## src/rtl/byte_strip_pkg.sv

```systemverilog
// Shared symbol codes, FSM encoding and small helpers for the byte_strip framing scheduler.
package byte_strip_pkg;

    localparam logic [7:0] SYM_STP = 8'hFB;
    localparam logic [7:0] SYM_SDP = 8'h5C;
    localparam logic [7:0] SYM_END = 8'hFD;
    localparam logic [7:0] SYM_EDB = 8'hFE;
    localparam logic [7:0] SYM_COM = 8'hBC;
    localparam logic [7:0] SYM_SKP = 8'h1C;
    localparam logic [7:0] SYM_IDL = 8'h7C;
    localparam logic [7:0] SYM_PAD = 8'h00;

    typedef enum logic [1:0] {
        ST_IDLE = 2'd0,
        ST_DATA = 2'd1,
        ST_PAD  = 2'd2,
        ST_SKIP = 2'd3
    } state_e;

    // A nullified packet closes with EDB, a good one with END.
    function automatic logic [7:0] close_sym(input logic abort_i);
        return abort_i ? SYM_EDB : SYM_END;
    endfunction

endpackage

```

## src/rtl/byte_strip_ctrl_skp_timer.sv

```systemverilog
// Free-running SKP interval counter with a sticky request flag.
module skp_timer #(
    parameter int INTERVAL = 1180
) (
    input  logic CLK,
    input  logic RESET,
    input  logic CLR,
    output logic PEND
);
    localparam int CW = $clog2(INTERVAL);

    logic [CW-1:0] cnt_r;
    logic          pend_r;
    logic          expire_s;

    assign expire_s = (cnt_r == CW'(INTERVAL - 1));

    // Interval counter; an expiry coinciding with a clear keeps the request alive.
    always_ff @(posedge CLK) begin
        if (RESET) begin
            cnt_r  <= {CW{1'b0}};
            pend_r <= 1'b0;
        end else begin
            cnt_r <= expire_s ? {CW{1'b0}} : cnt_r + CW'(1);
            if (expire_s) begin
                pend_r <= 1'b1;
            end else if (CLR) begin
                pend_r <= 1'b0;
            end else begin
                pend_r <= pend_r;
            end
        end
    end

    assign PEND = pend_r;

endmodule

```

## src/rtl/byte_strip_ctrl.sv

```systemverilog
// Framing scheduler: wraps packets in STP..END/EDB aligned to lane slots, fills with IDL,
// and inserts SKP ordered sets between packets.
module byte_strip_ctrl
    import byte_strip_pkg::*;
#(
    parameter int LANES        = 4,
    parameter int BITS         = 8,
    parameter int MAX_LEN      = 64,
    parameter int SKP_INTERVAL = 1180
) (
    input  logic                       CLK,
    input  logic                       RESET,
    input  logic                       IN_VALID,
    output logic                       IN_READY,
    input  logic [BITS-1:0]            IN_DATA,
    input  logic                       IN_SOP,
    input  logic                       IN_EOP,
    input  logic                       IN_ABORT,
    output logic [BITS-1:0]            D,
    output logic                       DK,
    output logic [$clog2(LANES)-1:0]   SLOT,
    output logic                       ERR
);
    localparam int SW = $clog2(LANES);
    localparam int LW = $clog2(MAX_LEN + 2);
    localparam logic [SW-1:0] SLOT_LAST = SW'(LANES - 1);
    localparam logic [SW-1:0] SLOT_PRE  = SW'(LANES - 2);

    state_e          state_r, state_s;
    logic [BITS-1:0] d_r, d_s;
    logic            dk_r, dk_s;
    logic [SW-1:0]   slot_r;
    logic            err_r, err_s;
    logic [LW-1:0]   len_r, len_s;
    logic            abort_r, abort_s;
    logic            ready_s;
    logic            clr_s;
    logic            pend_s;

    skp_timer #(
        .INTERVAL (SKP_INTERVAL)
    ) u_skp_timer (
        .CLK   (CLK),
        .RESET (RESET),
        .CLR   (clr_s),
        .PEND  (pend_s)
    );

    // Next-symbol and next-state selection; all framing decisions look at the slot of the current D.
    always_comb begin
        state_s = state_r;
        d_s     = BITS'(SYM_IDL);
        dk_s    = 1'b0;
        err_s   = 1'b0;
        len_s   = len_r;
        abort_s = abort_r;
        ready_s = 1'b0;
        clr_s   = 1'b0;
        case (state_r)
            ST_IDLE: begin
                if (slot_r == SLOT_LAST) begin
                    if (pend_s) begin
                        d_s     = BITS'(SYM_COM);
                        clr_s   = 1'b1;
                        state_s = ST_SKIP;
                    end else if (IN_VALID && IN_SOP) begin
                        d_s     = BITS'(SYM_STP);
                        len_s   = {LW{1'b0}};
                        abort_s = 1'b0;
                        state_s = ST_DATA;
                    end else if (IN_VALID) begin
                        ready_s = 1'b1;
                        err_s   = 1'b1;
                    end else begin
                        state_s = ST_IDLE;
                    end
                end else begin
                    state_s = ST_IDLE;
                end
            end
            ST_DATA: begin
                ready_s = 1'b1;
                if (!IN_VALID || (len_r == LW'(MAX_LEN))) begin
                    // Underrun or overlength: nothing new lands, the current slot is the last one filled.
                    err_s   = 1'b1;
                    abort_s = 1'b1;
                    if (slot_r == SLOT_PRE) begin
                        d_s     = BITS'(SYM_EDB);
                        state_s = ST_IDLE;
                    end else begin
                        d_s     = BITS'(SYM_PAD);
                        dk_s    = 1'b1;
                        state_s = ST_PAD;
                    end
                end else begin
                    d_s   = IN_DATA;
                    dk_s  = 1'b1;
                    len_s = len_r + LW'(1);
                    if (IN_SOP && (len_r != {LW{1'b0}})) begin
                        err_s = 1'b1;
                    end else begin
                        err_s = 1'b0;
                    end
                    if (IN_EOP) begin
                        abort_s = abort_r | IN_ABORT;
                        state_s = ST_PAD;
                    end else begin
                        state_s = ST_DATA;
                    end
                end
            end
            ST_PAD: begin
                if (slot_r == SLOT_PRE) begin
                    d_s     = BITS'(close_sym(abort_r));
                    state_s = ST_IDLE;
                end else begin
                    d_s  = BITS'(SYM_PAD);
                    dk_s = 1'b1;
                end
            end
            ST_SKIP: begin
                d_s = BITS'(SYM_SKP);
                if (slot_r == SLOT_PRE) begin
                    state_s = ST_IDLE;
                end else begin
                    state_s = ST_SKIP;
                end
            end
            default: begin
                state_s = ST_IDLE;
            end
        endcase
    end

    // State, slot, length and output registers.
    always_ff @(posedge CLK) begin
        if (RESET) begin
            state_r <= ST_IDLE;
            d_r     <= BITS'(SYM_IDL);
            dk_r    <= 1'b0;
            slot_r  <= {SW{1'b0}};
            err_r   <= 1'b0;
            len_r   <= {LW{1'b0}};
            abort_r <= 1'b0;
        end else begin
            state_r <= state_s;
            d_r     <= d_s;
            dk_r    <= dk_s;
            slot_r  <= (slot_r == SLOT_LAST) ? {SW{1'b0}} : slot_r + SW'(1);
            err_r   <= err_s;
            len_r   <= len_s;
            abort_r <= abort_s;
        end
    end

    assign IN_READY = ready_s & ~RESET;
    assign D        = d_r;
    assign DK       = dk_r;
    assign SLOT     = slot_r;
    assign ERR      = err_r;

endmodule

```

## config.mk

```make
export PLATFORM = sky130hd
export DESIGN_NAME = byte_strip_ctrl
export DESIGN_NICKNAME = d
export VERILOG_FILES = /design/src/rtl/byte_strip_pkg.sv /design/src/rtl/byte_strip_ctrl_skp_timer.sv /design/src/rtl/byte_strip_ctrl.sv
export SDC_FILE = /design/constraint.sdc
export NUM_CORES = 1
export LEC_CHECK = 0
export CAP_MARGIN = 20
export CORE_MARGIN = 5
export CORE_UTILIZATION = 60
export CTS_BUF_LIST = sky130_fd_sc_hd__clkbuf_4
export DETAILED_ROUTE_END_ITERATION = 8
export GPL_TIMING_DRIVEN = 0
export PLACE_DENSITY = 0.92
export SLEW_MARGIN = 25
export SYNTH_ARGS = -nofsm -noshare
export SYNTH_HDL_FRONTEND = slang
export SYNTH_SLANG_ARGS = --single-unit
```

## constraint.sdc

```tcl
create_clock -name CLK -period 2.8 [get_ports CLK]
set_input_delay 0.42 -clock CLK [delete_from_list [all_inputs] [get_ports CLK]]
set_output_delay 0.42 -clock CLK [all_outputs]
set_load 0.05 [all_outputs]
```

==> reports/qor.json <==
{
  "run_status": {"value": "complete, no violations"},
  "p_int": {"value": 651, "unit": "µW"},
  "synth_area": {"value": 1800, "unit": "µm²"},
  "initial_cell_density_of_the_core": {"value": 64.0, "unit": "%"},
  "synth-seq-area-share": {"value": 37.9, "unit": "%"},
  "ctsLongestPathBuffers": {"value": 2},
  "first_pass_iters": {"value": 4},
  "rows": {"value": 19},
  "hold_path.startpoint": {"value": "u_skp_timer.cnt_r[0]"},
  "portBuffers": {"value": 26},
  "arrival_time_reported_for_the_critical_path_endpoint": {"value": 2.24, "unit": "ns"},
  "synth-edff-count": {"value": 0},
  "synth.top_cell.area_share": {"value": 37.9, "unit": "%"},
  "yosysWarnings": {"value": 0},
  "ant_nets": {"value": 0},
  "power.static_leakage": {"value": 0.000770, "unit": "µW"},
  "detailedPlacementHpwl": {"value": 3.04, "unit": "mm"},
  "synth_xor_xnor_area_share": {"value": 4.39, "unit": "%"},
  "synth_mux_area_share": {"value": 3.34, "unit": "%"},
  "slew-limit-headroom": {"value": 39.7, "unit": "%"},
  "timing.max_cap.violations": {"value": 0},
  "synthesized_area_fraction_occupied_by_ao_oa_aoi_and_oai_cells": {"value": 17.4, "unit": "%"},
  "syn_inst": {"value": 203},
  "core_area": {"value": 2810, "unit": "µm²"},
  "synth_top_family_by_area": {"value": "simple AND/OR/NAND/NOR gates"},
  "post-route-util": {"value": 76.2, "unit": "%"},
  "sequentialPowerShare": {"value": 54.9, "unit": "%"},
  "maxSlewViolCount": {"value": 0},
  "cts_made_buffers": {"value": 5},
  "avg_synthesized_cell_area": {"value": 8.84, "unit": "µm²"},
  "top_level_i_o_count": {"value": 27},
  "cts-resized-gates": {"value": 3},
  "min_path_type": {"value": "flop to flop"},
  "critPathRequiredTime": {"value": 2.38, "unit": "ns"},
  "post_synth_num_cell_types": {"value": 50},
  "synth_adder_area_share": {"value": 6.97, "unit": "%"},
  "maxClockFrequency": {"value": 375, "unit": "MHz"},
  "drt_drc_violations_left": {"value": 0},
  "synth.cells.most_frequent": {"value": "34 x sky130_fd_sc_hd__dfxtp_1, 16 x sky130_fd_sc_hd__a21oi_1, 15 x sky130_fd_sc_hd__nand3_1"},
  "first_pass_grt_wire_length": {"value": 6.97, "unit": "mm"},
  "cts_htree_levels": {"value": 2},
  "share_clk_of_total_power": {"value": 26.9, "unit": "%"},
  "pre_cts_slack": {"value": -0.194, "unit": "ns"},
  "synth_top_area_cell": {"value": "sky130_fd_sc_hd__dfxtp_1"},
  "cell_at_the_root_of_the_clock_tree": {"value": "sky130_fd_sc_hd__clkbuf_4"},
  "dieWidth": {"value": 64.7, "unit": "µm"},
  "postSynthNetCount": {"value": 227},
  "fraction_of_registers_with_async_set_or_reset_after_synthesis": {"value": 0, "unit": "%"},
  "period_needed": {"value": 2.66, "unit": "ns"},
  "worst_ir_drop_vdd": {"value": 0.343, "unit": "mV"},
  "layoutNonFillerInstCount": {"value": 268},
  "clock_insertion_delay_worst_skew": {"value": 0.34, "unit": "ns"},
  "cts_sinks": {"value": 34},
  "fin_area": {"value": 2140, "unit": "µm²"},
  "startpoint_class_of_the_critical_path": {"value": "flop"},
  "antenna_found_initial": {"value": 0},
  "area_growth_syn_to_layout": {"value": 19.1, "unit": "%"},
  "dp_cells": {"value": 260},
  "power_switching_share": {"value": 29.4, "unit": "%"},
  "cts.hold.buffers_added": {"value": 0},
  "criticalPathCategory": {"value": "flop to primary output"},
  "fin_ws": {"value": 0.137, "unit": "ns"},
  "synth.area.top_cells": {"value": "sky130_fd_sc_hd__dfxtp_1 38%, sky130_fd_sc_hd__ha_1 7.0%, sky130_fd_sc_hd__a21oi_1 4.5%"},
  "tritoncts_clock_tree": {"value": "built"},
  "synth.ff_latch_count": {"value": 34},
  "fin_nets": {"value": 260},
  "synthSimpleGateAreaFrac": {"value": 25.2, "unit": "%"},
  "gp_congestion": {"value": 0.963},
  "number_of_global_route_vias_before_repair": {"value": 1508},
  "grt_util_all_layers": {"value": 20.9, "unit": "%"},
  "n_antenna_cell": {"value": 0},
  "crit_start": {"value": "state_r[0]"},
  "critical_path_fanouts_max": {"value": 4},
  "yosys.cell_count.top_type": {"value": "sky130_fd_sc_hd__dfxtp_1"},
  "die-area": {"value": 4190, "unit": "µm²"},
  "vias": {"value": 1705},
  "rsz0062_at_grt": {"value": "false"},
  "grt_start_max_net_pins": {"value": 11},
  "post-cts-setup-buffer-count": {"value": 0},
  "hold_violations": {"value": 0},
  "clkSlewWorstSetupHoldPaths": {"value": 0.10, "unit": "ns"},
  "worst_slew_pin_slew": {"value": 0.882, "unit": "ns"},
  "regToRegStartpoint": {"value": "state_r[0]"},
  "post_route_cells_drive_above_1_share": {"value": 8.02, "unit": "%"},
  "p_per_area": {"value": 432, "unit": "nW/µm²"},
  "placed_instance_area": {"value": 2090, "unit": "µm²"},
  "totalWireLength": {"value": 4.14, "unit": "mm"},
  "end_kind": {"value": "primary output"},
  "power.combinational.fraction": {"value": 18.2, "unit": "%"},
  "detail_route.vias_per_cell": {"value": 6.36},
  "setup_violations": {"value": 0},
  "fin_skew": {"value": 0.00572, "unit": "ns"},
  "total_switching_power": {"value": 272, "unit": "µW"},
  "average_routed_wire_per_standard_cell": {"value": 15.5, "unit": "µm"},
  "drt_iter0_markers": {"value": 160},
  "die_h": {"value": 64.7, "unit": "µm"},
  "final_min_period_over_clock_period": {"value": 95.1, "unit": "%"},
  "global_route.overflow_total": {"value": 0},
  "synth-main-ff-cell": {"value": "sky130_fd_sc_hd__dfxtp_1"}
}
worst max-delay path, cell delays in order (launching register included):
cell and delay, ns:
sky130_fd_sc_hd__dfxtp_1 0.35, sky130_fd_sc_hd__inv_1 0.13, sky130_fd_sc_hd__ha_1 0.31, sky130_fd_sc_hd__nand2_1 0.13
sky130_fd_sc_hd__or3_1 0.44, sky130_fd_sc_hd__and2_1 0.20, sky130_fd_sc_hd__nor2_1 0.08, sky130_fd_sc_hd__buf_2 0.27
cells in the final DEF (no fill, tap or decap), drive strengths merged, types with 2 or more instances in the layout:
cell type	count
dfxtp	34
clkdlybuf4s50	25
a21oi	16
nand3	15
nand2	14
nor2	13
nand4	10
ha	10
inv	9
clkbuf	8
xor2	7
o31ai	7
o21ai	7
or4	6
buf	6
nand2b	4
clkinv	4
and3	4
mux2	3
or4b	3
or3	2
nor3b	2
o2111ai	2
nor3	2
xnor2	2
a31oi	2
nor2b	2
o22ai	2
area by class of cell:
class / instances / area (µm²)
Fill cell: 205 / 667
Clock buffer: 5 / 37.5
Inverter: 10 / 37.5
Timing Repair Buffer: 26 / 255
Multi-Input combinational cell: 151 / 1030
Tap cell: 31 / 38.8
Sequential cell: 34 / 681
Buffer: 8 / 47.5
Clock inverter: 3 / 11.3
layer usage:
layer / share of wire, % / track usage (%)
met3: 10 / 7.08
met5: 0 / 0
met4: 1.0 / 7.65
met1: 45 / 27.4
met2: 44 / 31.9
sequential cells by signal (all words and copies together), names as in the netlist:
signal,count
u_skp_timer.cnt_r,11
state_r,2
DK,1
SLOT,2
D,8
ERR,1
len_r,7
abort_r,1
u_skp_timer.PEND,1
final timing paths:
path / cells after the start / end / slack [ns]
setup / recovery: 7 / IN_READY / 0.14
hold / removal: 1 / u_skp_timer.cnt_r[0] / 0.47
hold reg to reg: 1 / u_skp_timer.cnt_r[0] / 0.47
setup reg to reg: 6 / D[2] / 0.71
per-stage QoR:
stage | TNS (ns) | total power [µW] | hold WS, ns
floorplan | 0 | 623 | 0.413
global placement | -0.178 | 681 | 0.431
detailed placement | -0.194 | 683 | 0.457
CTS | 0 | 924 | 0.471
global route | 0 | 964 | 0.487
finish | 0 | 923 | 0.470
cell families (layout without fill, tap and decap cells):
| group | count (synthesis) | in the layout |
|---|---|---|
| compound gates | 47 | 47 |
| xor+xnor | 9 | 9 |
| fa+ha+maj | 10 | 10 |
| buf+inv | 18 | 52 |
| flops | 34 | 34 |
| mux | 4 | 4 |
| simple gates | 81 | 81 |
power by group through the flow:
stage          sequential, µW  clock [µW]  combinational, µW
3_5_place_dp              518           0                165
5_1_grt                   509         276                178
4_1_cts                   507         251                166
2_1_floorplan             546           0               76.7
3_3_place_gp              517           0                164
6_report                  507         248                168
Note: power is estimated with default switching activity, not from simulation.
